## config.mk

```make
export PLATFORM = sky130hd
export DESIGN_NAME = mmio_bridge
export DESIGN_NICKNAME = d
export VERILOG_FILES = /design/src/rtl/mmio_bridge.sv
export SDC_FILE = /design/constraint.sdc
export NUM_CORES = 1
export LEC_CHECK = 0
export CAP_MARGIN = 25
export CORE_UTILIZATION = 52
export CTS_BUF_LIST = sky130_fd_sc_hd__clkbuf_2 sky130_fd_sc_hd__clkbuf_4 sky130_fd_sc_hd__clkbuf_8
export CTS_CLUSTER_SIZE = 12
export DETAILED_ROUTE_END_ITERATION = 8
export HOLD_SLACK_MARGIN = 0.06
export PLACE_DENSITY = 0.83
export SLEW_MARGIN = 20
export SYNTH_ARGS = -nofsm -noshare
export SYNTH_HDL_FRONTEND = slang
export SYNTH_SLANG_ARGS = --single-unit
```

## constraint.sdc

```tcl
create_clock -name clk -period 4.9 [get_ports clk]
set_input_delay 1.225 -clock clk [delete_from_list [all_inputs] [get_ports clk]]
set_output_delay 1.225 -clock clk [all_outputs]
set_load 0.1 [all_outputs]
```

## src/rtl/mmio_bridge.sv

```systemverilog
// -----------------------------------------------------------------------------
// mmio_bridge
//
// Memory-mapped I/O bridge sitting on the single memory port of the
// multicycle RV32I CPU. It decodes the CPU byte address and does one of three
// things with each access:
//   - forwards it to an external word RAM (low region),
//   - serves it from a small peripheral block (GPIO, timer, console FIFO), or
//   - flags it as unmapped (reads 0; a write pulses bus_err next cycle).
//
// Read data is purely combinational from addr and current register state, so
// the CPU can latch it on the same edge exactly as it does with plain RAM.
// Reads never have side effects; the CPU may hold addr for several cycles.
//
// Peripheral register map (word registers, addr[1:0] ignored):
//   0xFFFF_0000  GPIO    RW  drives gpio_out
//   0xFFFF_0004  TCOUNT  RW  free-running up counter; a write loads it
//   0xFFFF_0008  TCMP    RW  compare value
//   0xFFFF_000C  TSTAT   bit0 match flag, write 1 to bit0 clears
//   0xFFFF_0010  CDATA   W   pushes wdata[7:0] into the console FIFO; reads 0
//   0xFFFF_0014  CSTAT   bit0 full, bit1 empty, bit2 overflow (sticky, W1C),
//                        bits[14:8] occupancy count
//
// Ports:
//   clk        system clock, all state on rising edge
//   reset      synchronous, active-high
//   addr       CPU byte address
//   wdata      CPU store data
//   we         CPU write enable; each high cycle is one full-word write
//   rdata      combinational read data back to the CPU
//   ram_addr   RAM word address (addr[RAM_ADDR_BITS-1:2])
//   ram_wdata  RAM write data (= wdata)
//   ram_we     RAM write enable (we qualified by RAM region hit)
//   ram_rdata  combinational RAM read data
//   gpio_out   GPIO output register
//   timer_irq  timer match flag
//   con_data   console FIFO head byte (0 when empty)
//   con_valid  console FIFO non-empty
//   con_ready  consumer accepts the head byte when con_valid is also high
//   bus_err    one-cycle pulse after a write to an unmapped address
// -----------------------------------------------------------------------------
module mmio_bridge #(
   parameter int FIFO_DEPTH    = 8,   // power of two, 2..64
   parameter int RAM_ADDR_BITS = 16   // byte-address bits of the RAM region
) (
   input  logic                     clk,
   input  logic                     reset,
   input  logic [31:0]              addr,
   input  logic [31:0]              wdata,
   input  logic                     we,
   output logic [31:0]              rdata,
   output logic [RAM_ADDR_BITS-3:0] ram_addr,
   output logic [31:0]              ram_wdata,
   output logic                     ram_we,
   input  logic [31:0]              ram_rdata,
   output logic [31:0]              gpio_out,
   output logic                     timer_irq,
   output logic [7:0]               con_data,
   output logic                     con_valid,
   input  logic                     con_ready,
   output logic                     bus_err
);

   localparam int PTR_W = $clog2(FIFO_DEPTH);
   localparam int CNT_W = PTR_W + 1;

   // Register index = addr[4:2] within the 0xFFFF_0000 peripheral page.
   localparam logic [2:0] REG_GPIO   = 3'd0;
   localparam logic [2:0] REG_TCOUNT = 3'd1;
   localparam logic [2:0] REG_TCMP   = 3'd2;
   localparam logic [2:0] REG_TSTAT  = 3'd3;
   localparam logic [2:0] REG_CDATA  = 3'd4;
   localparam logic [2:0] REG_CSTAT  = 3'd5;

   // 0xFFFF_0000 >> 5: the 32-byte block holding all peripheral registers.
   localparam logic [26:0] PERIPH_BLOCK = 27'h7FF_F800;

   // ---------------------------------------------------------------------------
   // Address decode
   // ---------------------------------------------------------------------------
   logic       ram_hit;
   logic       periph_hit;
   logic [2:0] reg_sel;

   assign ram_hit    = (addr[31:RAM_ADDR_BITS] == '0);
   assign reg_sel    = addr[4:2];
   assign periph_hit = (addr[31:5] == PERIPH_BLOCK) && (reg_sel <= REG_CSTAT);

   // Byte-lane bits are meaningless for word registers and word RAM.
   logic unused_addr_bits;
   assign unused_addr_bits = ^addr[1:0];

   logic wr_periph;
   logic wr_gpio;
   logic wr_tcount;
   logic wr_tcmp;
   logic wr_tstat;
   logic wr_cdata;
   logic wr_cstat;
   logic wr_unmapped;

   assign wr_periph   = we && periph_hit;
   assign wr_gpio     = wr_periph && (reg_sel == REG_GPIO);
   assign wr_tcount   = wr_periph && (reg_sel == REG_TCOUNT);
   assign wr_tcmp     = wr_periph && (reg_sel == REG_TCMP);
   assign wr_tstat    = wr_periph && (reg_sel == REG_TSTAT);
   assign wr_cdata    = wr_periph && (reg_sel == REG_CDATA);
   assign wr_cstat    = wr_periph && (reg_sel == REG_CSTAT);
   assign wr_unmapped = we && !ram_hit && !periph_hit;

   // ---------------------------------------------------------------------------
   // RAM pass-through
   // ---------------------------------------------------------------------------
   assign ram_addr  = addr[RAM_ADDR_BITS-1:2];
   assign ram_wdata = wdata;
   assign ram_we    = we && ram_hit;

   // ---------------------------------------------------------------------------
   // GPIO
   // ---------------------------------------------------------------------------
   // NOTE: clocked state is always assigned with <= so every register samples
   // the pre-edge values of its neighbours, independent of block ordering.
   always_ff @(posedge clk) begin
      if (reset) begin
         gpio_out <= '0;
      end else if (wr_gpio) begin
         gpio_out <= wdata;
      end
   end

   // ---------------------------------------------------------------------------
   // Timer: free-running counter, compare register and sticky match flag
   // ---------------------------------------------------------------------------
   logic [31:0] tcount;
   logic [31:0] tcmp;
   logic        tflag;
   logic        tmatch;
   logic        tflag_clr;

   // The match compares the values present this cycle, so a load of TCOUNT
   // on the matching edge still sets the flag.
   assign tmatch    = (tcount == tcmp);
   assign tflag_clr = wr_tstat && wdata[0];

   always_ff @(posedge clk) begin
      if (reset) begin
         tcount <= '0;
         tcmp   <= '1;
         tflag  <= 1'b0;
      end else begin
         // A software load overrides the increment; wrap is natural 32-bit.
         tcount <= wr_tcount ? wdata : tcount + 32'd1;
         if (wr_tcmp) begin
            tcmp <= wdata;
         end
         // Set has priority over a simultaneous write-1-to-clear.
         tflag <= tmatch || (tflag && !tflag_clr);
      end
   end

   assign timer_irq = tflag;

   // ---------------------------------------------------------------------------
   // Console FIFO
   // ---------------------------------------------------------------------------
   logic [7:0]       fifo_mem [FIFO_DEPTH];
   logic [PTR_W-1:0] wr_ptr;
   logic [PTR_W-1:0] rd_ptr;
   logic [CNT_W-1:0] count;
   logic             fifo_full;
   logic             fifo_empty;
   logic             pop;
   logic             push;
   logic             overflow;

   assign fifo_full  = (count == CNT_W'(FIFO_DEPTH));
   assign fifo_empty = (count == '0);
   assign pop        = !fifo_empty && con_ready;
   // A full FIFO still takes a push when the head leaves on the same edge.
   assign push       = wr_cdata && (!fifo_full || pop);

   // NOTE: the storage array has no reset; only pointers and count do, and
   // con_data is forced to 0 while empty, so stale entries are never visible.
   always_ff @(posedge clk) begin
      if (push) begin
         fifo_mem[wr_ptr] <= wdata[7:0];
      end
   end

   always_ff @(posedge clk) begin
      if (reset) begin
         wr_ptr   <= '0;
         rd_ptr   <= '0;
         count    <= '0;
         overflow <= 1'b0;
      end else begin
         // Pointers are PTR_W bits wide, so they wrap modulo FIFO_DEPTH.
         if (push) begin
            wr_ptr <= wr_ptr + PTR_W'(1);
         end
         if (pop) begin
            rd_ptr <= rd_ptr + PTR_W'(1);
         end
         if (push && !pop) begin
            count <= count + CNT_W'(1);
         end else if (pop && !push) begin
            count <= count - CNT_W'(1);
         end
         // A dropped push sets the sticky flag; set beats a same-cycle clear.
         if (wr_cdata && !push) begin
            overflow <= 1'b1;
         end else if (wr_cstat && wdata[2]) begin
            overflow <= 1'b0;
         end
      end
   end

   assign con_valid = !fifo_empty;
   assign con_data  = fifo_empty ? 8'h00 : fifo_mem[rd_ptr];

   // ---------------------------------------------------------------------------
   // Bus error: registered so it appears exactly one cycle after the write
   // ---------------------------------------------------------------------------
   always_ff @(posedge clk) begin
      if (reset) begin
         bus_err <= 1'b0;
      end else begin
         bus_err <= wr_unmapped;
      end
   end

   // ---------------------------------------------------------------------------
   // Read mux
   // ---------------------------------------------------------------------------
   logic [31:0] cstat_value;

   assign cstat_value = {17'd0, 7'(count), 5'd0, overflow, fifo_empty, fifo_full};

   // NOTE: rdata gets a default before any branch so no path through this
   // block leaves it unassigned, which would otherwise infer a latch.
   always_comb begin
      rdata = '0;
      if (ram_hit) begin
         rdata = ram_rdata;
      end else if (periph_hit) begin
         case (reg_sel)
            REG_GPIO:   rdata = gpio_out;
            REG_TCOUNT: rdata = tcount;
            REG_TCMP:   rdata = tcmp;
            REG_TSTAT:  rdata = {31'd0, tflag};
            REG_CSTAT:  rdata = cstat_value;
            default:    rdata = '0;   // CDATA reads as zero
         endcase
      end
   end

endmodule
```

**Word-level counts from Yosys, hierarchy flattened**

Memories as Yosys holds them, arrays and structs flattened. A register that Yosys moved wholly into a read port is not among the register bits.
Cells that the tools add are included.

- Add/sub/neg operators: 5
- Reductions and logical operators: 33
- Eq/ne operators: 8
- Mux-type cells: 13
- Magnitude comparators: 1

Operators by type and width:

| kind | count |
|---|---|
| one-hot mux 32 bit (5 select lines) | 1 |
| 2-to-1 mux 32 bit | 3 |
| adder 32 x 1 -> 32 bit, second input constant | 1 |
| == test 32 bit | 1 |
| == test 27 bit, second input constant | 1 |
| logical AND 1 bit | 19 |
| logical NOT 16 bit | 1 |
| 2-to-1 mux 4 bit | 2 |
| 2-to-1 mux 8 bit | 1 |
| logical NOT 1 bit | 7 |
| adder 3 x 1 -> 3 bit, second input constant | 2 |
| == test 3 x 2 -> 1 bit, second input constant | 2 |
| == test 3 bit, second input constant | 2 |
| 2-to-1 mux 3 bit | 2 |
| adder 4 x 1 -> 4 bit, second input constant | 1 |
| == test 4 bit, second input constant | 1 |
| logical NOT 4 bit | 1 |
| 2-to-1 mux 1 bit | 4 |
| nonzero test 2 bit | 2 |
| subtractor 4 x 1 -> 4 bit, second input constant | 1 |
| == test 3 x 1 -> 1 bit, second input constant | 1 |
| <= comparator 3 bit, second input constant | 1 |
| logical NOT 3 bit | 1 |
| logical OR 1 bit | 2 |

- Memory bits (writable): 64
- Output and inout port bits: 122
- Input bits: 100
- Memories: 1
- Flip-flop bits (word level): 109
- Logic and storage cells: 70

Memory list:

| memory | words | width | rd ports | clocked after Yosys merged registers in | wr ports | RTL line | source |
|---|---|---|---|---|---|---|---|
| fifo_mem | 8 | 8 | 1 | 1 | 1 | 166 | `logic [7:0] fifo_mem [FIFO_DEPTH];` |

**Depth between registers and ports, before layout**

- Depth in word-level cells: 9
- Depth in mapped cells: 12
- Gate-level depth less buffers: 11

**Worst setup path after synthesis**

No wires, ideal clock.

- Path type: input to output
- From: input addr[5]
- To: output rdata[12]
- Data required time: 3,675 ps
- Buffers on the path: 2
- Cell stages on the path: 6
- Setup slack: 236 ps
- Arrival: 3,439 ps
- Path through: nand4bb_1 -> or4_1 -> buf_4 -> nor4_4 -> buf_6 -> a22o_1

- Word-level cells in the longest chain between the ends: 4

RTL lines:

| item | RTL line | source |
|---|---|---|
| start: declaration | 48 | `input logic [31:0] addr,` |
| == test 27 bit | 87 | `assign periph_hit = (addr[31:5] == PERIPH_BLOCK) && (reg_sel <= REG_CSTAT);` |
| logical AND 1 bit | 87 |  |
| 2-to-1 mux 32 bit | 245 | `end else if (periph_hit) begin` |
| 2-to-1 mux 32 bit | 243 | `if (ram_hit) begin` |
| end: declaration | 51 | `output logic [31:0] rdata,` |

Every way passes these cells.

**Worst setup path after layout**

- From: input addr[5]
- To: output rdata[27]

Same word-level chain as after synthesis.

==> results.cfg <==
[setup_path]
crit_slowest_cell = or4_1
cp_common_cell = buf_12
crit_chain = clkdlybuf4s50_1 > nand4bb_1 > or4_1 > nor4_4 > buf_12 > a22o_1 > buf_12
cp-end-kind = primary output
critPathArrivalTime_ns = 3.42
slowest_delay_ns = 0.61
crit_path_start_kind = primary input
worstPathMaxFanout = 25
worst_ep_required_time_ns = 3.67
worstSetupPathType = primary input to primary output

[layout]
final_cell_mix = clkdlybuf4s50_1, nand2_1, dfxtp_1
area_growth_pct = 29.2
drive_above_1_share_pct = 15.5
antenna_cells = 0
final_common_cell = clkdlybuf4s50_1
fin_cells = 1324
post-route-util_pct = 69.7
final_nets = 1198
fillerInstances = 1269

[flow_run]
maxCapViolations = 0

[cts]
cts-root-buf = clkbuf_8
clk_pin_slew_ns = 0.09
cts_setup_buffers = 0
cts.sinks = 176
clkLatencyLatePin_ns = 0.47
cts_buffers = 17
ctsResizeCount = 0
cts_tree = yes
clock_path_buffers = 2
htree_levels = 4
ctsHoldBuffers = 0

[floorplanning]
num_rows = 47
fp.dieW_um = 134
pin_count = 222
fp.dieH_um = 134
dieArea_um2 = 17900
initial_utilization_pct = 53.9
core_um2 = 16800

[drt]
vias = 7725
wl_per_cell_um = 18.3
drt_wl_total_um = 24300
viasPerCell = 5.83
first_pass_iters = 5
antenna_left = 0
drc_errors = 0
dr.first_iter.drc_count = 568

[global_route]
grt_max_degree = 82
antenna_found_initial = 0
overflow = 0
grt_pass1_wl_um = 39200
grt_usage_pct = 28.0
first_global_vias = 7446

[sta]
hold_viol_final = 0
finalCritPeriodShare_pct = 94.9
setup_violations = 0
finClkSkew_ns = 0.0109
setup_tns_ns = 0
slew_violations = 0
rsz0062_at_grt = no
worstMarginPinSlew_ns = 1.05
holdWs_ns = 0.469
slew_headroom_pct = 30.1
fmax_ghz = 0.215
period_minus_slack_ns = 4.65

[synth]
syn_inst = 944
synth_ff_type = dfxtp_1
ys_ff_latch = 176
syn_area_per_cell_um2 = 9.57
yosysWarnings = 0
async_reset_ff_share_pct = 0
yosysSeqAreaShare_pct = 46.1
synth_nets = 1051
yosys.cell_types.count = 52
synth_area_um2 = 9040
synth_edf_count = 64

[placement]
dpl.hpwl_um = 17500
port-buffer-count = 219
place_congestion = 0.865
place_inst = 1291

[outcome]
status = completed

[pwr]
pwr_density_cell_nw_per_um2 = 246
total_power_w = 0.00288
vdd_drop_max_mv = 0.191
leakage_nw = 4.06

[min_path]
hold_path.class = flop to flop
## worst max-delay path, delay by kind of cell
kind                   cells  cell delay [ns]
AOI/OAI and AO/OA          1             0.22
buffers and inverters      3             0.81
and+or+nand+nor            3             1.15
## final cells by class
| cell class | instances | area [µm²] | share of cell area, % |
|---|---|---|---|
| multi-input combinational | 645 | 4210 | 36.1 |
| tap | 220 | 275 | 2.36 |
| timing repair buffer | 242 | 2600 | 22.3 |
| clock inverter | 12 | 133 | 1.14 |
| inverter | 9 | 33.8 | 0.289 |
| sequential | 176 | 4170 | 35.7 |
| clock buffer | 20 | 256 | 2.20 |
## kinds of logic (layout without fill, tap and decap cells)
family	Yosys count	in the layout	share of synthesized area [%]
AO/OA/AOI/OAI	182	182	12.9
adder cells (fa/ha/maj)	7	7	1.05
buffers and inverters	123	283	7.43
flip-flops	176	176	46.1
multiplexers	54	54	8.33
AND/OR/NAND/NOR	335	335	17.7
XOR/XNOR	67	67	6.49
## synth_stat cells, types with 5 or more instances
cell type,instances,share of area [%]
inv_1,9,0.37
edfxtp_1,64,21
nand2b_1,5,0.35
ha_1,6,0.83
mux2i_1,37,4.1
nand4_1,24,1.7
nand3_1,16,0.89
nor4_1,11,0.76
a211oi_1,31,2.6
o21ai_0,27,1.5
xnor2_1,45,4.4
clkbuf_1,47,2.0
mux4_2,17,4.2
nor3_1,38,2.1
buf_2,14,0.78
a22oi_1,8,0.66
buf_4,47,3.9
a22o_1,32,3.1
xor2_1,22,2.1
nand2_1,111,4.6
dfxtp_1,112,25
nor2_1,95,3.9
a21oi_1,73,4.0
and3_1,6,0.42
## worst paths after layout
check	start	to	slack (ns)	cells after the start
min reg2reg	gpio_out[17]$_SDFFE_PP0P_	gpio_out[17]$_SDFFE_PP0P_	0.47	2
max reg2reg	count[0]$_SDFFE_PP0P_	count[3]$_SDFFE_PP0P_	1.88	11
min	gpio_out[17]$_SDFFE_PP0P_	gpio_out[17]$_SDFFE_PP0P_	0.47	2
max	addr[5]	rdata[27]	0.25	7
## where the power goes
group	leakage [nW]	switching [W]	total, W	internal (W)
sequential	1.48	0.00000383	0.00152	0.00151
combinational	2.39	0.000257	0.000378	0.000121
clock	0.189	0.000551	0.000981	0.000430
## sequential cells by signal (all words and copies together), names as in the netlist, named ones only
signal / cells
fifo_mem: 64
gpio_out: 32
tcmp: 32
tcount: 32
count: 4
rd_ptr: 3
wr_ptr: 3
bus_err: 1
overflow: 1
timer_irq: 1
## metrics by stage
| step | setup slack [ns] | instance area (µm²) |
|---|---|---|
| 2_1_floorplan | 0.236 | 9040 |
| 3_3_place_gp | 0.254 | 11300 |
| 3_5_place_dp | 0.243 | 11300 |
| 4_1_cts | 0.223 | 11700 |
| 5_1_grt | 0.123 | 11700 |
| 6_report | 0.251 | 11700 |
## metal layers
metal  routed length [µm]  up-vias  GRT usage [%]
li1                     -     3653              -
met1                 9860     3727           35.7
met2                12200      303           46.5
met3                 1680       42           6.35
met4                  573        0           10.5
met5                    0        -              0
Note: power is estimated with default switching activity, not from simulation.
